<file path="src/rtl/mcu_run_controller_if.sv">
// Trace-drain port of mcu_run_controller: FWFT FIFO head plus occupancy.
// The controller drives the master side; the host or bench takes the slave side.
interface mcu_run_controller_if #(
  parameter int DATA_W      = 32,
  parameter int ADDR_W      = 32,
  parameter int TRACE_DEPTH = 16
);
  localparam int REC_W  = DATA_W + ADDR_W + 2;
  localparam int TCNT_W = $clog2(TRACE_DEPTH) + 1;

  logic              trace_valid;
  logic [REC_W-1:0]  trace_data;
  logic              trace_ready;
  logic [TCNT_W-1:0] trace_count;

  modport master (output trace_valid, output trace_data, output trace_count, input  trace_ready);
  modport slave  (input  trace_valid, input  trace_data, input  trace_count, output trace_ready);
endinterface

</file>
<file path="src/rtl/mcu_run_controller.sv">
// Run controller for the MCU32X core: reset hold, cycle-budgeted run, halt detection,
// and a first-word-fall-through FIFO capturing memory-bus records during RUN.
module mcu_run_controller #(
  parameter int DATA_W       = 32,
  parameter int ADDR_W       = 32,
  parameter int RESET_CYCLES = 3,
  parameter int MAX_CYCLES   = 20,
  parameter int CNT_W        = 16,
  parameter int TRACE_DEPTH  = 16,
  parameter int CAPTURE_ALL  = 0
) (
  input  logic              clk,
  input  logic              reset,
  input  logic              start,
  input  logic              halt_i,
  input  logic [DATA_W-1:0] result_i,
  input  logic [ADDR_W-1:0] address_i,
  input  logic              mem_read_i,
  input  logic              mem_write_i,
  output logic              core_reset,
  output logic [1:0]        state_o,
  output logic [CNT_W-1:0]  cycle_o,
  output logic              done,
  output logic              timeout,
  output logic              overflow,
  mcu_run_controller_if.master trace
);

  typedef enum logic [1:0] {IDLE = 2'd0, HOLD = 2'd1, RUN = 2'd2, DONE = 2'd3} state_e;

  localparam int PTR_W  = $clog2(TRACE_DEPTH);
  localparam int TCNT_W = PTR_W + 1;
  localparam int REC_W  = DATA_W + ADDR_W + 2;
  localparam int HOLD_W = (RESET_CYCLES > 1) ? $clog2(RESET_CYCLES) : 1;

  localparam logic [CNT_W-1:0]  MAX_CNT   = CNT_W'(MAX_CYCLES);
  localparam logic [HOLD_W-1:0] HOLD_LAST = HOLD_W'(RESET_CYCLES - 1);
  localparam logic [TCNT_W-1:0] DEPTH_CNT = TCNT_W'(TRACE_DEPTH);

  state_e              state_q, state_d;
  logic [HOLD_W-1:0]   hold_q, hold_d;
  logic [CNT_W-1:0]    cycle_q, cycle_d;
  logic                timeout_q, timeout_d;
  logic                overflow_q, overflow_d;
  logic                core_reset_q, done_q;
  logic [PTR_W-1:0]    wr_q, wr_d, rd_q, rd_d;
  logic [TCNT_W-1:0]   count_q, count_d;
  logic [REC_W-1:0]    mem_q [TRACE_DEPTH];

  logic flush, run_cycle, capture, full, pop, push, drop;
  logic [REC_W-1:0] record;

  assign record  = {mem_write_i, mem_read_i, address_i, result_i};
  assign capture = run_cycle && ((CAPTURE_ALL != 0) || mem_read_i || mem_write_i);
  assign full    = (count_q == DEPTH_CNT);
  assign pop     = (count_q != '0) && trace.trace_ready;
  // A full FIFO still accepts a push when the head leaves on the same edge.
  assign push    = capture && (!full || pop);
  assign drop    = capture && full && !pop;

  // NOTE: every variable gets a default before the case so no path leaves it unassigned (no latches).
  always_comb begin
    state_d    = state_q;
    hold_d     = hold_q;
    cycle_d    = cycle_q;
    timeout_d  = timeout_q;
    overflow_d = overflow_q;
    flush      = 1'b0;
    run_cycle  = 1'b0;
    case (state_q)
      IDLE, DONE: begin
        if (start) begin
          state_d    = HOLD;
          hold_d     = '0;
          cycle_d    = '0;
          timeout_d  = 1'b0;
          overflow_d = 1'b0;
          flush      = 1'b1;
        end
      end
      HOLD: begin
        if (hold_q == HOLD_LAST) state_d = RUN;
        else                     hold_d  = hold_q + 1'b1;
      end
      RUN: begin
        run_cycle = 1'b1;
        if (cycle_q != MAX_CNT) cycle_d = cycle_q + 1'b1;
        if (halt_i) begin
          state_d   = DONE;
          timeout_d = 1'b0;
        end else if ((cycle_q + 1'b1) == MAX_CNT) begin
          state_d   = DONE;
          timeout_d = 1'b1;
        end
      end
      default: state_d = IDLE;
    endcase
    if (drop) overflow_d = 1'b1;
  end

  always_comb begin
    wr_d    = wr_q;
    rd_d    = rd_q;
    count_d = count_q;
    if (flush) begin
      wr_d    = '0;
      rd_d    = '0;
      count_d = '0;
    end else begin
      if (push) wr_d = wr_q + 1'b1;
      if (pop)  rd_d = rd_q + 1'b1;
      case ({push, pop})
        2'b10:   count_d = count_q + 1'b1;
        2'b01:   count_d = count_q - 1'b1;
        default: count_d = count_q;
      endcase
    end
  end

  // NOTE: sequential state uses non-blocking assignments so all registers update together at the edge.
  always_ff @(posedge clk) begin
    if (!reset) begin
      state_q      <= IDLE;
      hold_q       <= '0;
      cycle_q      <= '0;
      timeout_q    <= 1'b0;
      overflow_q   <= 1'b0;
      core_reset_q <= 1'b1;
      done_q       <= 1'b0;
      wr_q         <= '0;
      rd_q         <= '0;
      count_q      <= '0;
    end else begin
      state_q      <= state_d;
      hold_q       <= hold_d;
      cycle_q      <= cycle_d;
      timeout_q    <= timeout_d;
      overflow_q   <= overflow_d;
      core_reset_q <= (state_d != RUN);
      done_q       <= (state_d == DONE);
      wr_q         <= wr_d;
      rd_q         <= rd_d;
      count_q      <= count_d;
    end
  end

  // NOTE: record storage has no reset; stale words are never visible because trace_valid follows count_q.
  always_ff @(posedge clk) begin
    if (push) mem_q[wr_q] <= record;
  end

  assign state_o           = state_q;
  assign cycle_o           = cycle_q;
  assign timeout           = timeout_q;
  assign overflow          = overflow_q;
  assign core_reset        = core_reset_q;
  assign done              = done_q;
  assign trace.trace_valid = (count_q != '0);
  assign trace.trace_data  = mem_q[rd_q];
  assign trace.trace_count = count_q;

endmodule

</file>
<file path="src/flat_wrapper.sv">
// flat-port wrapper written by rule: the top's interface ports become plain ports
module mcu_run_controller_flat 
#(
  parameter int DATA_W       = 32,
  parameter int ADDR_W       = 32,
  parameter int RESET_CYCLES = 3,
  parameter int MAX_CYCLES   = 20,
  parameter int CNT_W        = 16,
  parameter int TRACE_DEPTH  = 16,
  parameter int CAPTURE_ALL  = 0
)
  (clk, reset, start, halt_i, result_i, address_i, mem_read_i, mem_write_i, core_reset, state_o, cycle_o, done, timeout, overflow, trace_trace_valid, trace_trace_data, trace_trace_count, trace_trace_ready);
  mcu_run_controller_if #(.DATA_W(DATA_W), .ADDR_W(ADDR_W), .TRACE_DEPTH(TRACE_DEPTH)) trace_i ();
  input  logic clk;
  input  logic reset;
  input  logic start;
  input  logic halt_i;
  input  logic [DATA_W-1:0] result_i;
  input  logic [ADDR_W-1:0] address_i;
  input  logic mem_read_i;
  input  logic mem_write_i;
  output logic core_reset;
  output logic [1:0] state_o;
  output logic [CNT_W-1:0] cycle_o;
  output logic done;
  output logic timeout;
  output logic overflow;
  output wire logic [$bits(trace_i.trace_valid)-1:0] trace_trace_valid;
  output wire logic [$bits(trace_i.trace_data)-1:0] trace_trace_data;
  output wire logic [$bits(trace_i.trace_count)-1:0] trace_trace_count;
  input wire logic [$bits(trace_i.trace_ready)-1:0] trace_trace_ready;
  assign trace_trace_valid = trace_i.trace_valid;
  assign trace_trace_data = trace_i.trace_data;
  assign trace_trace_count = trace_i.trace_count;
  assign trace_i.trace_ready = trace_trace_ready;
  mcu_run_controller #(.DATA_W(DATA_W), .ADDR_W(ADDR_W), .RESET_CYCLES(RESET_CYCLES), .MAX_CYCLES(MAX_CYCLES), .CNT_W(CNT_W), .TRACE_DEPTH(TRACE_DEPTH), .CAPTURE_ALL(CAPTURE_ALL)) u_core (.clk(clk), .reset(reset), .start(start), .halt_i(halt_i), .result_i(result_i), .address_i(address_i), .mem_read_i(mem_read_i), .mem_write_i(mem_write_i), .core_reset(core_reset), .state_o(state_o), .cycle_o(cycle_o), .done(done), .timeout(timeout), .overflow(overflow), .trace(trace_i));
endmodule
</file>
<file path="config.mk">
export PLATFORM = sky130hd
export DESIGN_NAME = mcu_run_controller_flat
export DESIGN_NICKNAME = d
export VERILOG_FILES = /design/src/rtl/mcu_run_controller_if.sv /design/src/rtl/mcu_run_controller.sv /design/src/flat_wrapper.sv
export SDC_FILE = /design/constraint.sdc
export NUM_CORES = 1
export LEC_CHECK = 0
export BUFFER_PORTS_ARGS = -buffer_cell sky130_fd_sc_hd__buf_2
export CAP_MARGIN = 20
export CORE_AREA = 2 2 251 315
export DETAILED_ROUTE_END_ITERATION = 8
export DIE_AREA = 0 0 253 317
export PLACE_DENSITY = 0.71
export SLEW_MARGIN = 20
export SYNTH_ARGS = -nofsm -noshare
export SYNTH_HDL_FRONTEND = slang
export SYNTH_SLANG_ARGS = --single-unit
</file>
<file path="constraint.sdc">
create_clock -name clk -period 11 [get_ports clk]
set_input_delay 1.1 -clock clk [delete_from_list [all_inputs] [get_ports clk]]
set_output_delay 1.1 -clock clk [all_outputs]
set_load 0.05 [all_outputs]
</file>
==> results.md, run 1 <==
- Placed Area: 44000 um2
- Die ar.: 80200 um2
- Worst setup SP type: flip-flop
- Number of global-route vias before repair: 19700
- Layout Skew: 23.5 ps
- Yosys reg bits: 1097
- Combinational share of power: 0.010
- Detailed-route via count: 19200
- Register-to-Register Path Depth: 8
- Via density: 6.32
- Ys async rst share: 0
- CTS clock-pin slew for the worst setup and hold paths: 60 ps
- VDD IR max: 0.000112 V
- Final count of negative-setup-slack endpoints: 0
- Starting density of the core: 0.547
- Die height: 317 um
- Syn nets: 1847
- Worst-Skew Late Latency: 660 ps
- Worst R2R End: u_core.mem_q[14][11]$_DFFE_PP_
- Post-DP HPWL: 43000 um
- DRT Wirelength: 88600 um
- Synth Warn #: 0
- CTS tree: built
- Reg power frac: 0.568
- Relative slew margins: 0.225
- Status: complete, no violations
- Mapped Cells: 1760
- Die width: 253 um
- GRT Total Usage: 0.225
- Hold Path Depth: 2
- Ports: 165
- Pwr/cell area: 170 nW/um2
- Final instance area: 47300 um2
- Fillers: 5183
- Initial DRT Pass Iterations: 5
- Most frequent cells in the layout: edfxtp_1 (1056), mux4_2 (312), buf_2 (164)
- Worst-path maximum fanout: 154
- Grt ovf: 0
- Root Buffer: clkbuf_16
- Worst endpoint data arrival time: 4580 ps
- Final nets: 2056
- Largest net degree at the start of global routing: 155
- Switching part of the total: 0.190
- Crit Path Class: flip-flop to output pin
- Layout cell share with drive strength beyond 1: 0.330
- Crit. End Element: output pin
- Syn Area/Cell: 24.0 um2
- Hold Crit Class: flip-flop to flip-flop
- Final Hold Viols: 0
- TNS Setup: 0 ps
- Remaining DRCs: 0
- Clk sink count: 1097
- Internal cell power: 6.53 mW
- Dominant synthesized flop cell: edfxtp_1
- RR Startpoint: u_core.state_o[0]$_SDFF_PN0_
- Worst-margin pin slew: 1160 ps
- Max Fclk: 176 MHz
- FP Rows: 114
- Post-DR wirelength/cell: 29.1 um
- Hold Path End: u_core.overflow$_SDFFE_PN0P_
- Register area share after synthesis: 0.772
- Commonest non-fill, non-tap cell in the layout: edfxtp_1
- Mapped cell area: 42200 um2
- First DRT Iteration DRCs: 1924
- CTS Buf Count: 101
- RD Place Congestion: 0.797
- Minimum clock period: 5680 ps
- Hold path start: u_core.overflow$_SDFFE_PN0P_
- Post-layout util: 0.614
- Post-synth EDFFs: 1056
- Post-CTS Repair Setup Buffers: 0
- # Max-Cap Violations: 0
- Max Slew Vio Count: 0
- Total power: 8.05 mW
- Synth cell types: 60
- RSZ-0062 raised after global routing: false
- I/O Buffers: 164
- Clock Path Buffers: 3
- Reg2Reg Setup Slack: 6620 ps
- Req. time, crit path: 9900 ps
- Power share of the clock group: 0.422
- CTS HTree Levels: 3
- Ratio of final minimum period to clock period: 0.516
- Area delta synth->final: 12.1%
- Switching power: 1.53 mW
- Cell leakage power: 14.5 nW
- Initial antenna violation count: 13
- Antenna Nets Post-Route: 0
- Hold-fix buffer count after cts: 0
- Area of the core: 77000 um2
- PostCTS Resize Cnt: 0
- First-pass GRT wire length: 130000 um
-- area by class of cell --
class                   instances  area (um2)  area share
flip-flops and latches       1097       32500       0.689
clock inverters                57         507      0.0107
repair buffers                197        1110      0.0234
multi-input cells             554        9060       0.192
clock buffers                 132        2730      0.0577
well taps                     986        1230      0.0261
inverters                      18        67.6     0.00143
diodes                          3        7.51    0.000159
-- sequential cells by signal, indices dropped and copies added, names as in the netlist, named ones only --
register and count:
u_core.cycle_o 16, u_core.hold_q 2, u_core.state_o 2, u_core.mem_q 1056, u_core.timeout 1, u_core.wr_q 4
u_core.rd_q 4, u_core.done 1, u_core.core_reset 1, u_core.overflow 1, u_core.trace.trace_count 5
-- worst max path at each step --
stage,start,end,slack [ps],cells past startpoint
6_report,flip-flop,trace_trace_data[55],5320,5
3_5_place_dp,flip-flop,trace_trace_data[55],6100,5
4_1_cts,flip-flop,trace_trace_data[16],5360,5
3_3_place_gp,flip-flop,trace_trace_data[55],6080,5
2_1_floorplan,mem_write_i,u_core.mem_q[0][0]$_DFFE_PP_,2390,4
5_1_grt,flip-flop,trace_trace_data[55],5220,5
-- cells in the mapped netlist (9+ instances only) --
| master | number | area share |
|---|---|---|
| edfxtp_1 | 1056 | 0.75 |
| mux4_2 | 312 | 0.17 |
| clkbuf_1 | 46 | 0.0041 |
| dfxtp_1 | 41 | 0.019 |
| buf_6 | 28 | 0.0075 |
| nor2_1 | 28 | 0.0025 |
| a21oi_1 | 25 | 0.0030 |
| mux4_1 | 18 | 0.011 |
| o21ai_0 | 18 | 0.0021 |
| inv_1 | 17 | 0.0015 |
| ha_1 | 15 | 0.0045 |
| nand2_1 | 14 | 0.0012 |
| and2_1 | 13 | 0.0019 |
| nand4_1 | 13 | 0.0019 |
| or3_1 | 11 | 0.0016 |
| buf_2 | 9 | 0.0011 |
| nand3_1 | 9 | 0.0011 |
-- per-stage QoR --
stage                     std cells  hold WS (ps)  setup slack (ps)
after floorplan                1760           485              2390
after global placement         2851           440              6080
after detailed placement       2851           451              6100
after CTS                      3040           468              5360
after global routing           3042           495              5220
final                          3044           463              5320
-- critical path: stages, from the launching register on --
cell     delay (ps)
dfxtp_4         740
buf_4           900
buf_12          600
mux4_2          420
mux4_2          570
buf_2           250
-- power groups by stage --
stage                     sequential [mW]  clock (mW)  combinational (mW)
after floorplan                      4.67           0              0.0169
after global placement               4.66           0              0.0752
after detailed placement             4.66           0              0.0831
after CTS                            4.57        3.46              0.0829
after global routing                 4.57        3.61              0.0940
final                                4.57        3.40              0.0844
-- cell families after synthesis --
family                   synth area share
adder cells (fa/ha/maj)           0.00493
XOR/XNOR                          0.00228
multiplexers                        0.179
flip-flops                          0.772
AO/OA/AOI/OAI                      0.0105
buffers and inverters              0.0156
AND/OR/NAND/NOR                    0.0158
-- per-layer routing --
layer | vias up | wire length (um) | global-route usage
li1 | 8006 | - | -
met1 | 10400 | 35600 | 0.316
met2 | 750 | 45400 | 0.377
met3 | 102 | 6370 | 0.0380
met4 | 16 | 1170 | 0.0553
met5 | - | 114 | 0
Power figures use the tool's default switching activity.
==> inputs of run 2 (changes only) <==
==> constraint.sdc (replaced) <==
create_clock -name clk -period 5.9 [get_ports clk]
set_input_delay 0.59 -clock clk [delete_from_list [all_inputs] [get_ports clk]]
set_output_delay 0.59 -clock clk [all_outputs]
set_load 0.05 [all_outputs]
==> run 2 against run 1 <==
First-iteration DRC count down 17%. Wire length about the same. Clock power up 96%.
==> results.md, run 2 (synthesis results as in run 1) <==
- Post-DP HPWL: 44800 um (+4.3%)
- RR Startpoint: u_core.state_o[0]$_SDFF_PN0_
- Cell count after placement: 2855 (+0.14%)
- Post-layout util: 0.617 (+0.00302)
- Largest net degree at the start of global routing: 87 (-44%)
- Layout Skew: 17.9 ps (-5.65 ps)
- CTS clock-pin slew for the worst setup and hold paths: 60 ps (about the same)
- FP Rows: 114 (unchanged)
- CTS Buf Count: 103 (+2.0%)
- Via density: 6.36 (+0.64%)
- Area delta synth->final: 12.6%
- Final instance area: 47500 um2 (+0.49%)
- # Max-Cap Violations: 0 (unchanged)
- Clk sink count: 1097 (unchanged)
- Starting density of the core: 0.547 (unchanged)
- Most frequent cells in the layout: edfxtp_1 (1056), mux4_2 (312), buf_2 (164)
- Pwr/cell area: 323 nW/um2 (+90%)
- Placed Area: 44100 um2 (+0.19%)
- Final count of negative-setup-slack endpoints: 0 (unchanged)
- DRT Wirelength: 88500 um (about the same)
- RD Place Congestion: 0.833 (+4.5%)
- RSZ-0062 raised after global routing: false
- Top reg by flops: u_core.mem_q
- Worst endpoint data arrival time: 3580 ps (-1000 ps)
- Hold slack: 235 ps (-228 ps)
- Commonest non-fill, non-tap cell in the layout: edfxtp_1
- Antenna Nets Post-Route: 0 (unchanged)
- Worst-Skew Late Latency: 690 ps (+30 ps)
- Req. time, crit path: 5310 ps (-4590 ps)
- Area of the core: 77000 um2 (unchanged)
- Root Buffer: clkbuf_16
- Die height: 317 um (unchanged)
- Remaining DRCs: 0 (unchanged)
- First DRT Iteration DRCs: 1596 (-17%)
- Finished Layout Cells: 3045 (+0.033%)
- Ports: 165 (unchanged)
- Worst R2R End: u_core.mem_q[8][25]$_DFFE_PP_
- PostCTS Resize Cnt: 0 (unchanged)
- Ratio of final minimum period to clock period: 0.706
- Worst setup SP type: flip-flop
- Relative slew margins: 0.288 (+0.0632)
- Register-to-Register Path Depth: 8 (unchanged)
- VDD IR max: 0.000202 V (+80%)
- Reg2Reg Setup Slack: 1880 ps (-4740 ps)
- Final nets: 2062 (+0.29%)
- I/O Buffers: 164 (unchanged)
- Hold Crit Class: primary input to flip-flop
- Layout cell share with drive strength beyond 1: 0.336 (+0.00551)
- Max Slew Vio Count: 0 (unchanged)
- Post-CTS Repair Setup Buffers: 0 (unchanged)
- Hold Path Depth: 3 (+1)
- Initial DRT Pass Iterations: 5 (unchanged)
- Max Fclk: 240 MHz
- GRT Total Usage: 0.224 (-0.000971)
- Worst-margin pin slew: 1070 ps (-94.8 ps)
- Crit Path Class: flip-flop to output pin
- M1 GR Usage: 0.308 (-0.00810)
- Grt ovf: 0 (unchanged)
- Number of global-route vias before repair: 20400 (+3.3%)
- Status: complete, no violations
- Final Hold Viols: 0 (unchanged)
- Hold Path End: u_core.timeout$_SDFFE_PN0P_
- Max FFs per register: 1056 (unchanged)
- Cell leakage power: 14.6 nW (+0.78%)
- TNS Setup: 0 ps (unchanged)
- Hold path start: reset
- CTS HTree Levels: 3 (unchanged)
- Crit. End Element: output pin
- Detailed-route via count: 19400 (+0.68%)
- Hold-fix buffer count after cts: 0 (unchanged)
- Post-DR wirelength/cell: 29.1 um (-0.11%)
- Initial antenna violation count: 12 (-1)
- Clock Path Buffers: 3 (unchanged)
- CTS tree: built
- Worst-path maximum fanout: 40 (-74%)
- Die width: 253 um (unchanged)
- Die ar.: 80200 um2 (unchanged)
- Met3 GRT Util: 0.0374 (-0.000573)
- Minimum clock period: 4170 ps
- Busiest layer in global routing: met2
- First-pass GRT wire length: 131000 um (+0.59%)
- Met2 Use GR: 0.380 (+0.00337)
run 2: cell count changes in the layout (fill, tap and decap cells not counted), sizes merged:
cell      before  now
buf          196  200
inv           18   23
diode          3    2
clkbuf       133  125
clkinv        45   42
clkinvlp       4    3
bufinv         8   13
run 2: worst max-delay path, stage by stage, from the launching register on:
cell	delay [ps]
dfxtp_4	930
buf_4	560
mux4_1	610
mux4_2	530
buf_2	240
run 2: cell type report:
class                      instances  area [um2]
multi-input combinational        554        9060
inverter                          18        67.6
clock inverter                    63         691
clock buffer                     124        2700
sequential                      1097       32500
fill                            5063       29500
tap                              986        1230
antenna                            2        5.00
timing repair buffer             201        1190
run 2: worst max path at each step:
stage,startpoint,endpoint,depth (start not counted),slack [ps]
after floorplan,u_core.state_o[1]$_SDFF_PN0_,u_core.mem_q[0][0]$_DFFE_PP_,5,-2610
after global placement,u_core.state_o[0]$_SDFF_PN0_,u_core.mem_q[9][25]$_DFFE_PP_,8,2130
after detailed placement,u_core.state_o[0]$_SDFF_PN0_,u_core.mem_q[8][25]$_DFFE_PP_,8,1930
after CTS,flip-flop,trace_trace_data[59],4,1590
after global routing,u_core.state_o[0]$_SDFF_PN0_,u_core.mem_q[8][58]$_DFFE_PP_,8,1500
final,flip-flop,trace_trace_data[59],4,1730
run 2: power breakdown:
group	internal [mW]	switching [mW]
sequential	8.52	0.00315
clock	3.83	2.83
combinational	0.0309	0.131
total	12.4	2.96
run 2: per-stage QoR:
step / worst slack (ps) / power (mW)
floorplan: -2610 / 8.74
global placement: 2130 / 8.84
detailed placement: 1930 / 8.85
CTS: 1590 / 15.4
global route: 1500 / 15.7
finish: 1730 / 15.3
run 2: per-layer routing:
metal,share of wire,wire (um)
met5,0.0011,101
met4,0.016,1440
met3,0.062,5460
met2,0.52,45600
met1,0.41,35900
